<file path="src/rtl/ahb2apb_bridge_mslv.sv">
// rtl/ahb2apb_bridge_mslv.sv - AHB to APB3 bridge with multi-slave decode, wait states and error response
//
// Purpose: converts single AHB transfers (NONSEQ/SEQ) into APB SETUP/ACCESS
// cycles on one of NUM_SLAVES decoded APB slaves. Slave index comes from
// haddr[SEL_LSB +: SEL_BITS]. Decode misses and pslverr are returned as the
// two-cycle AHB ERROR response.
//
// Optional feature macro: AHB2APB_PSTRB_EN adds the pstrb byte-strobe output.
//
// Ports:
//   hclk, hresetn            clock, async active-low reset
//   hreadyin, htrans, hwrite, hsize, hburst, haddr, hwdata   AHB slave inputs
//   hrdata, hreadyout, hresp AHB slave outputs
//   psel, penable, paddr, pwrite, pwdata   APB master outputs
//   prdata, pready, pslverr  per-slave APB inputs (slave i at slice i)
//   pstrb                    APB write strobes (AHB2APB_PSTRB_EN only)

module ahb2apb_bridge_mslv #(
  parameter int ADDR_WIDTH = 32,
  parameter int DATA_WIDTH = 32,
  parameter int NUM_SLAVES = 3,
  parameter int SEL_LSB    = 12
) (
  input  logic                             hclk,
  input  logic                             hresetn,
  input  logic                             hreadyin,
  input  logic [1:0]                       htrans,
  input  logic                             hwrite,
  input  logic [2:0]                       hsize,
  input  logic [2:0]                       hburst,
  input  logic [ADDR_WIDTH-1:0]            haddr,
  input  logic [DATA_WIDTH-1:0]            hwdata,
  output logic [DATA_WIDTH-1:0]            hrdata,
  output logic                             hreadyout,
  output logic [1:0]                       hresp,
  output logic [NUM_SLAVES-1:0]            psel,
  output logic                             penable,
  output logic [ADDR_WIDTH-1:0]            paddr,
  output logic                             pwrite,
  output logic [DATA_WIDTH-1:0]            pwdata,
`ifdef AHB2APB_PSTRB_EN
  output logic [DATA_WIDTH/8-1:0]          pstrb,
`endif
  input  logic [NUM_SLAVES*DATA_WIDTH-1:0] prdata,
  input  logic [NUM_SLAVES-1:0]            pready,
  input  logic [NUM_SLAVES-1:0]            pslverr
);

  localparam int SEL_BITS = (NUM_SLAVES > 1) ? $clog2(NUM_SLAVES) : 1;

  typedef enum logic [2:0] {
    S_IDLE,
    S_LATCH,
    S_SETUP,
    S_ACCESS,
    S_ERR1,
    S_ERR2
  } state_e;

  state_e                  state_q, state_d;
  logic [ADDR_WIDTH-1:0]   addr_q, addr_d;
  logic                    write_q, write_d;
  logic [SEL_BITS-1:0]     idx_q, idx_d;
  logic [DATA_WIDTH-1:0]   wdata_q, wdata_d;
  logic [DATA_WIDTH-1:0]   rdata_q, rdata_d;

  logic                    valid_xfer;
  logic                    decode_miss;
  logic                    apb_active;
  logic                    sel_ready;
  logic                    sel_err;
  logic [DATA_WIDTH-1:0]   sel_rdata;

  // hburst is accepted but every beat is handled as a single transfer;
  // htrans[0] only distinguishes SEQ/NONSEQ and BUSY/IDLE, which act alike here.
  logic unused_inputs;
  assign unused_inputs = ^{hburst, htrans[0], hsize};

  assign valid_xfer  = (state_q == S_IDLE) && hreadyin && htrans[1];
  // Widened by one bit so NUM_SLAVES equal to a power of two still compares cleanly.
  assign decode_miss = ({1'b0, idx_q} >= (SEL_BITS+1)'(NUM_SLAVES));
  assign apb_active  = (state_q == S_SETUP) || (state_q == S_ACCESS);

  // Only the addressed slave's handshake and data are looked at.
  always_comb begin
    sel_ready = 1'b0;
    sel_err   = 1'b0;
    sel_rdata = '0;
    for (int i = 0; i < NUM_SLAVES; i++) begin
      if (idx_q == SEL_BITS'(i)) begin
        sel_ready = pready[i];
        sel_err   = pslverr[i];
        sel_rdata = prdata[i*DATA_WIDTH +: DATA_WIDTH];
      end
    end
  end

  always_comb begin
    state_d = state_q;
    addr_d  = addr_q;
    write_d = write_q;
    idx_d   = idx_q;
    wdata_d = wdata_q;
    rdata_d = rdata_q;
    case (state_q)
      S_IDLE: begin
        if (valid_xfer) begin
          addr_d  = haddr;
          write_d = hwrite;
          idx_d   = haddr[SEL_LSB +: SEL_BITS];
          state_d = S_LATCH;
        end
      end
      S_LATCH: begin
        wdata_d = hwdata;
        state_d = decode_miss ? S_ERR1 : S_SETUP;
      end
      S_SETUP: begin
        state_d = S_ACCESS;
      end
      S_ACCESS: begin
        if (sel_ready) begin
          if (sel_err) begin
            state_d = S_ERR1;
          end else begin
            if (!write_q) begin
              rdata_d = sel_rdata;
            end
            state_d = S_IDLE;
          end
        end
      end
      S_ERR1:  state_d = S_ERR2;
      S_ERR2:  state_d = S_IDLE;
      default: state_d = S_IDLE;
    endcase
  end

  always_ff @(posedge hclk or negedge hresetn) begin
    if (!hresetn) begin
      state_q <= S_IDLE;
      addr_q  <= '0;
      write_q <= 1'b0;
      idx_q   <= '0;
      wdata_q <= '0;
      rdata_q <= '0;
    end else begin
      state_q <= state_d;
      addr_q  <= addr_d;
      write_q <= write_d;
      idx_q   <= idx_d;
      wdata_q <= wdata_d;
      rdata_q <= rdata_d;
    end
  end

  // All outputs decode registered state, so reset clears them immediately.
  assign hreadyout = (state_q == S_IDLE) || (state_q == S_ERR2);
  assign hresp     = ((state_q == S_ERR1) || (state_q == S_ERR2)) ? 2'b01 : 2'b00;
  assign hrdata    = rdata_q;
  assign penable   = (state_q == S_ACCESS);
  assign paddr     = addr_q;
  assign pwrite    = write_q;
  assign pwdata    = wdata_q;

  always_comb begin
    psel = '0;
    for (int i = 0; i < NUM_SLAVES; i++) begin
      psel[i] = apb_active && (idx_q == SEL_BITS'(i));
    end
  end

`ifdef AHB2APB_PSTRB_EN
  localparam int STRB_W   = DATA_WIDTH / 8;
  localparam int OFF_BITS = (STRB_W > 1) ? $clog2(STRB_W) : 1;

  logic [2:0]          size_q;
  logic [OFF_BITS-1:0] strb_off;

  always_ff @(posedge hclk or negedge hresetn) begin
    if (!hresetn) begin
      size_q <= '0;
    end else if (valid_xfer) begin
      size_q <= hsize;
    end
  end

  assign strb_off = addr_q[OFF_BITS-1:0];

  // (1 << size) bytes starting at the byte offset; oversize transfers strobe every lane.
  always_comb begin
    pstrb = '0;
    if (apb_active && write_q) begin
      if (int'(size_q) > OFF_BITS) begin
        pstrb = '1;
      end else begin
        for (int b = 0; b < STRB_W; b++) begin
          pstrb[b] = (b >= int'(strb_off)) && (b < int'(strb_off) + (1 << size_q));
        end
      end
    end
  end
`endif

endmodule
</file>
<file path="config.mk">
export PLATFORM = sky130hd
export DESIGN_NAME = ahb2apb_bridge_mslv
export DESIGN_NICKNAME = d
export VERILOG_FILES = /design/src/rtl/ahb2apb_bridge_mslv.sv
export SDC_FILE = /design/constraint.sdc
export NUM_CORES = 1
export LEC_CHECK = 0
export CORE_MARGIN = 2
export CORE_UTILIZATION = 37
export DETAILED_ROUTE_END_ITERATION = 12
export GPL_TIMING_DRIVEN = 0
export PLACE_DENSITY_LB_ADDON = 0.08
export SYNTH_ARGS = -nofsm -noshare
export SYNTH_HDL_FRONTEND = slang
export SYNTH_SLANG_ARGS = --single-unit
</file>
<file path="constraint.sdc">
create_clock -name hclk -period 2.5 [get_ports hclk]
set_clock_uncertainty 0.2 [all_clocks]
set_input_delay 0.5 -clock hclk [delete_from_list [all_inputs] [get_ports hclk]]
set_output_delay 0.5 -clock hclk [all_outputs]
set_load 0.02 [all_outputs]
</file>
==> results of run 1 <==
==> sequential cells by signal, summed over array words and instances, names as in the netlist <==
name and count:
pwrite 1, hrdata 32, state_q 3, pwdata 32, paddr 32
==> cells by family after synthesis <==
kind of cell    Yosys count  share of synthesized area (%)
simple gates             49                           5.43
flops                   100                           54.6
compound gates           43                           5.11
xor+xnor                  1                          0.191
other cells               1                         0.0818
mux                     131                           31.3
buf+inv                  27                           3.30
==> where the power goes <==
| group | switching (mW) | internal [mW] | total [mW] |
|---|---|---|---|
| clock | 0.597 | 1.01 | 1.60 |
| combinational | 2.49 | 2.73 | 5.22 |
| sequential | 0.404 | 2.41 | 2.82 |
==> Yosys cell counts, drive strengths merged <==
cell type / n / share of area [%]
or2: 2 / 0.33
mux2i: 34 / 7.4
conb: 1 / 0.082
buf: 19 / 2.6
o21ai: 34 / 3.7
o2bb2ai: 2 / 0.38
nand2: 34 / 2.8
nor2b: 3 / 0.41
inv: 2 / 0.16
nor4: 2 / 0.74
xor2: 1 / 0.19
dfrtp: 100 / 55
a21oi: 3 / 0.33
nor3b: 1 / 0.16
mux2: 97 / 24
nand4b: 1 / 0.19
a2111oi: 1 / 0.19
a211oi: 1 / 0.16
nor2: 2 / 0.16
nand2b: 2 / 0.44
o22ai: 1 / 0.14
clkbuf: 6 / 0.49
a2bb2oi: 1 / 0.19
nor3: 2 / 0.22
==> worst paths after layout <==
kind	endpoint	startpoint
setup / recovery	penable	state_q[2]
min in group asynchronous	hrdata[20]	hresetn
hold reg to reg	hrdata[10]	hrdata[10]
hold / removal	hrdata[10]	hrdata[10]
max in group asynchronous	paddr[25]	hresetn
setup reg to reg	hrdata[14]	paddr[12]
==> repair_timing <==
item | CTS | global route
hold endpoints to repair | 33 | 0
setup buffers | 0 | 2
resized for setup | 14 | 2
pin swaps | 0 | 1
setup endpoints to repair | 4 | 10
hold buffers | 1 | 0
==> cell type report <==
class / count / area share [%]
buffer: 22 / 1.74
clock buffer: 10 / 3.02
clock inverter: 6 / 1.41
inverter: 2 / 0.0948
multi-input combinational: 225 / 24.3
sequential: 100 / 31.6
tap: 168 / 2.65
timing repair buffer: 277 / 35.2
==> cell usage in the layout (no fill, tap or decap), drive strengths merged, types with 3 or more instances in the layout <==
master / netlist / routed
bufinv: 0 / 3
o21ai: 34 / 34
clkbuf: 6 / 14
mux2i: 34 / 34
nand2: 34 / 34
nor2b: 3 / 3
clkdlybuf4s15: 0 / 3
buf: 19 / 22
mux2: 97 / 97
a21oi: 3 / 3
dfrtp: 100 / 100
clkdlybuf4s50: 0 / 267
==> metrics by stage <==
| step | instance area (sq um) | TNS [ns] | hold slack, ns |
|---|---|---|---|
| after floorplan | 4580 | 0 | 0.00441 |
| after detailed placement | 7550 | -6.06 | 0.276 |
| after CTS | 7910 | 0 | 0.293 |
| final | 7920 | 0 | 0.284 |
| after global routing | 7920 | 0 | 0.310 |
| after global placement | 7520 | -307.82 | 0.270 |
==> per-layer routing <==
metal  global-route usage (%)  share of wire (%)  wire (um)
met5                        0                  0          0
met4                     8.43                2.5        334
met3                     7.12                 10       1340
met2                     36.4                 51       6750
met1                     21.1                 37       4880
==> results.py, run 1 <==
metrics = {
    "critical_path": {
        "signal_arrival_time_at_the_worst_endpoint_ns": 1.70,
        "cp_num_buf_inv": 3,
        "max_stage_delay_ns": 0.38,
        "critPathRequiredTime_ns": 1.80,
        "end_kind": "primary output",
        "critical-path-top-delay-family": "buffers and inverters",
        "cp_slowest_cell": "dfrtp_1",
        "worst-r2r-setup-slack_ns": 0.30,
        "critical_path_depth": 5,
        "timing_worst_setup_path_type": "reg2out",
        "critPathLaunchType": "register",
        "worst_r2r_path_cells": 7,
        "critPathMaxFanout": 10,
        "timing.critical_path.cells": "buf_6, nand2b_4, or2_4, inv_1, clkdlybuf4s15_1",
    },
    "synthesis": {
        "yosysWarnings": 0,
        "syn_area_sq_mm": 0.00458,
        "register_bit_total_from_synthesis": 100,
        "avgSynthCellArea_sq_um": 13.0,
        "netlist_instances": 352,
        "ys_types": 31,
        "synth_nets": 530,
        "yosysSeqAreaShare_pct": 54.6,
    },
    "timing": {
        "maxSlewHeadroom_pct": 58.1,
        "maxClockFrequency_mhz": 417,
        "timing_max_transition_violations_final": 0,
        "rsz_0062_raised_after_global_routing": "false",
        "final_count_of_hold_timing_violations": 0,
        "post-route-period-util_pct": 95.9,
        "post-route-min-period_ns": 2.40,
        "worstMarginPinSlew_ns": 0.623,
        "fin_ws_ns": 0.102,
        "setup_viol": 0,
    },
    "power": {
        "design_power_total_mw": 9.64,
        "power.static_leakage_nw": 3.31,
        "vdd_ir_drop_max_uv": 678,
        "power-per-cell-area_mw_per_mm2": 1220,
    },
    "global_route": {
        "grt.overflow.total": 0,
        "grt_pass1_wl_mm": 20.5,
        "groute.usage.overall_pct": 20.1,
        "vias_in_the_first_global_route": 4048,
        "grt_max_degree": 68,
        "antenna_found_initial": 0,
    },
    "route": {
        "ant_nets": 0,
        "vias_per_cell": 4.69,
        "wirelength_mm": 13.3,
        "wl_per_cell_um": 16.4,
        "detail_route.drc_violations": 0,
        "drt_iter0_drc": 108,
        "vias": 3799,
        "detailedRoute.firstPassIterationCount": 4,
    },
    "clocking": {
        "h-tree-depth": 3,
        "cts_tree": "yes",
        "tritoncts_num_sinks": 100,
        "cts_buffers": 9,
        "clk_transition_reported_paths_ns": 0.07,
        "ctsRootBufferMaster": "clkbuf_16",
        "worstSkewPairLatency_ns": 0.34,
        "clock_tree.buffer_depth": 2,
    },
    "cells_and_area": {
        "layout_net_count": 815,
        "postLayoutCoreUtil_pct": 65.7,
        "nFillCells": 981,
        "multi_input_comb_area_sq_mm": 0.00193,
        "diodes": 0,
        "areaGrowthSynthToFinish_pct": 72.9,
        "area.sequential_sq_mm": 0.00250,
        "drive_gt1_share_pct": 21.0,
        "final_cell_count_no_fill": 810,
    },
    "floorplan": {
        "io_pins": 282,
        "die_width_um": 115,
        "core_area_sq_mm": 0.0121,
        "initial_core_util_pct": 38.0,
        "std_cell_rows": 40,
        "die_h_um": 115,
        "dieArea_sq_mm": 0.0133,
    },
    "run_status": {
        "outcome": "finished clean",
    },
    "placement": {
        "setup_slack_placement_ns": -0.172,
        "detailedPlacementHpwl_mm": 10.7,
        "io_buffers": 273,
        "final_estimated_routing_congestion_in_global_placement": 0.760,
        "numPlacedInstances": 794,
    },
    "job": {
        "max_cap_viol_count": 0,
    },
    "hold_path": {
        "hold-path-cell-count": 1,
        "min-delay-path-class": "reg2reg",
    },
}
(Power assumes the default switching activity.)
==> inputs of run 2 (changes only) <==
- CORE_UTILIZATION: 37 -> 34
- SETUP_SLACK_MARGIN: not set -> 0.02
- clock period: 2.5 -> 2.2 ns (I/O delays scaled with it)
==> run 2 against run 1 <==
Non-clock buffer count up 13. Wire length up 6.3%. Register-to-register slack worse by 0.25 ns. Global-route usage down 1.3 points. Critical endpoint is now hrdata[6]. Largest cell class unchanged. Highest routed layer unchanged.
==> results.py, run 2 (same netlist as run 1, synthesis figures left out) <==
metrics = {
    "run_status": {
        "outcome": "finished clean",
    },
    "clocking": {
        "tritoncts_num_sinks": 100,
        "cts_tree": "yes",
        "cts_buffers": 9,
        "h-tree-depth": 3,
        "clk_transition_reported_paths_ns": 0.07,
        "ctsRootBufferMaster": "clkbuf_16",
        "clock_tree.buffer_depth": 2,
        "worstSkewPairLatency_ns": 0.34,
    },
    "critical_path": {
        "critPathMaxFanout": 10,
        "end_kind": "register",
        "signal_arrival_time_at_the_worst_endpoint_ns": 2.18,
        "worst-r2r-setup-slack_ns": 0.05,
        "timing_worst_setup_path_type": "reg2reg",
        "critPathRequiredTime_ns": 2.23,
        "critPathLaunchType": "register",
    },
    "cells_and_area": {
        "final_design_area_no_fill_sq_mm": 0.00817,
        "drive_gt1_share_pct": 24.7,
        "final_cell_count_no_fill": 831,
        "layout_commonest_cell": "clkdlybuf4s50_1",
        "postLayoutCoreUtil_pct": 62.0,
        "areaGrowthSynthToFinish_pct": 78.3,
        "mostFrequentLayoutCells": "clkdlybuf4s50_1, dfrtp_1, mux2_2, nand2_1, o21ai_0",
        "diodes": 0,
        "layout_net_count": 828,
    },
    "floorplan": {
        "core_area_sq_mm": 0.0132,
        "initial_core_util_pct": 34.7,
        "std_cell_rows": 42,
        "dieArea_sq_mm": 0.0144,
        "die_width_um": 120,
        "io_pins": 282,
        "die_h_um": 120,
    },
    "route": {
        "ant_nets": 0,
        "wire_length_on_met3_mm": 1.51,
        "vias": 3867,
        "m1WireLength_mm": 5.37,
        "vias_per_cell": 4.65,
        "wl_per_cell_um": 17.0,
        "drt_iter0_drc": 87,
        "detailroute.wirelength.met2_mm": 6.87,
        "detail_route.drc_violations": 0,
        "wirelength_mm": 14.1,
        "routed.top_layer": "met4",
        "detailedRoute.firstPassIterationCount": 3,
    },
    "timing": {
        "setup_viol": 0,
        "maxSlewHeadroom_pct": 59.9,
        "post-route-period-util_pct": 97.8,
        "final_count_of_hold_timing_violations": 0,
        "post-route-min-period_ns": 2.15,
        "fin_ws_ns": 0.0478,
        "maxClockFrequency_mhz": 465,
        "timing_max_transition_violations_final": 0,
        "rsz_0062_raised_after_global_routing": "true",
        "worstMarginPinSlew_ns": 0.601,
    },
    "power": {
        "swShare_pct": 37.0,
        "intPower_mw": 7.10,
        "total_switching_power_mw": 4.16,
        "power.static_leakage_nw": 3.43,
        "share_of_power_burned_in_the_clock_network_pct": 14.5,
        "power.share.sequential_pct": 28.6,
        "design_power_total_mw": 11.3,
        "vdd_ir_drop_max_uv": 756,
        "power-per-cell-area_mw_per_mm2": 1380,
        "combinationalPowerShare_pct": 56.9,
    },
    "placement": {
        "postPlaceCellArea_sq_mm": 0.00756,
        "setup_slack_placement_ns": -0.465,
        "io_buffers": 273,
        "final_estimated_routing_congestion_in_global_placement": 0.782,
        "numPlacedInstances": 802,
        "detailedPlacementHpwl_mm": 10.6,
    },
    "job": {
        "max_cap_viol_count": 0,
    },
    "global_route": {
        "grt_max_degree": 58,
        "grt_pass1_wl_mm": 21.0,
        "grt.overflow.total": 0,
        "antenna_found_initial": 0,
        "vias_in_the_first_global_route": 4072,
        "groute.usage.overall_pct": 18.8,
    },
    "hold_path": {
        "min-delay-path-class": "reg2reg",
    },
}
-- run 2: repair_timing --
item	in CTS	in global routing
hold buffers	1	0
endpoints found under the hold margin	43	0
gates resized for setup	46	29
setup endpoints to repair	67	37
pin swaps	1	2
setup buffers	6	5
gates cloned	0	2
-- run 2: worst max-delay path, stage by stage (launching register included) --
cell and delay [ns]:
dfrtp_1 0.41, nor2b_1 0.15, buf_4 0.16, o2bb2ai_2 0.15, nor4_4 0.28, buf_6 0.21
buf_12 0.15, mux2_2 0.33
-- run 2: layout make-up --
cell class	count	area [sq um]
clock inverters	6	68.8
fillers	1073	5020
inverters	2	10.0
well taps	176	220
clock buffers	10	239
repair buffers	288	2900
multi-input cells	225	2050
plain buffers	24	189
flip-flops and latches	100	2500
-- run 2: power groups by stage --
| stage | Sequential [mW] | Clock (mW) | Combinational [mW] |
|---|---|---|---|
| after detailed placement | 3.25 | 0 | 6.03 |
| final | 3.22 | 1.63 | 6.41 |
| after CTS | 3.22 | 1.68 | 6.22 |
| after global placement | 3.20 | 0 | 5.95 |
| after floorplan | 4.29 | 0 | 2.16 |
| after global routing | 3.34 | 1.76 | 6.80 |
-- run 2: per-stage QoR --
step,TNS (ns),hold WS (ns)
after floorplan,0,-0.0556
after global placement,-363.54,0.270
after detailed placement,-25.67,0.274
after CTS,0,0.290
after global routing,-0.233,0.316
final,0,0.298
-- run 2: worst paths after layout --
kind / endpoint / start / depth (start not counted)
worst max-delay path: hrdata[6] / paddr[12] / 7
worst min-delay path: hrdata[5] / hrdata[5] / 1
worst max register to register: hrdata[6] / paddr[12] / 7
worst min register to register: hrdata[5] / hrdata[5] / 1
max in group asynchronous: paddr[28] / hresetn / 3
min in group asynchronous: hrdata[18] / hresetn / 2
-- run 2: per-layer routing --
metal / vias up / track usage, %
met4: 0 / 8.31
met2: 175 / 32.0
li1: 1839 / -
met1: 1832 / 20.7
met5: - / 0
met3: 21 / 7.51
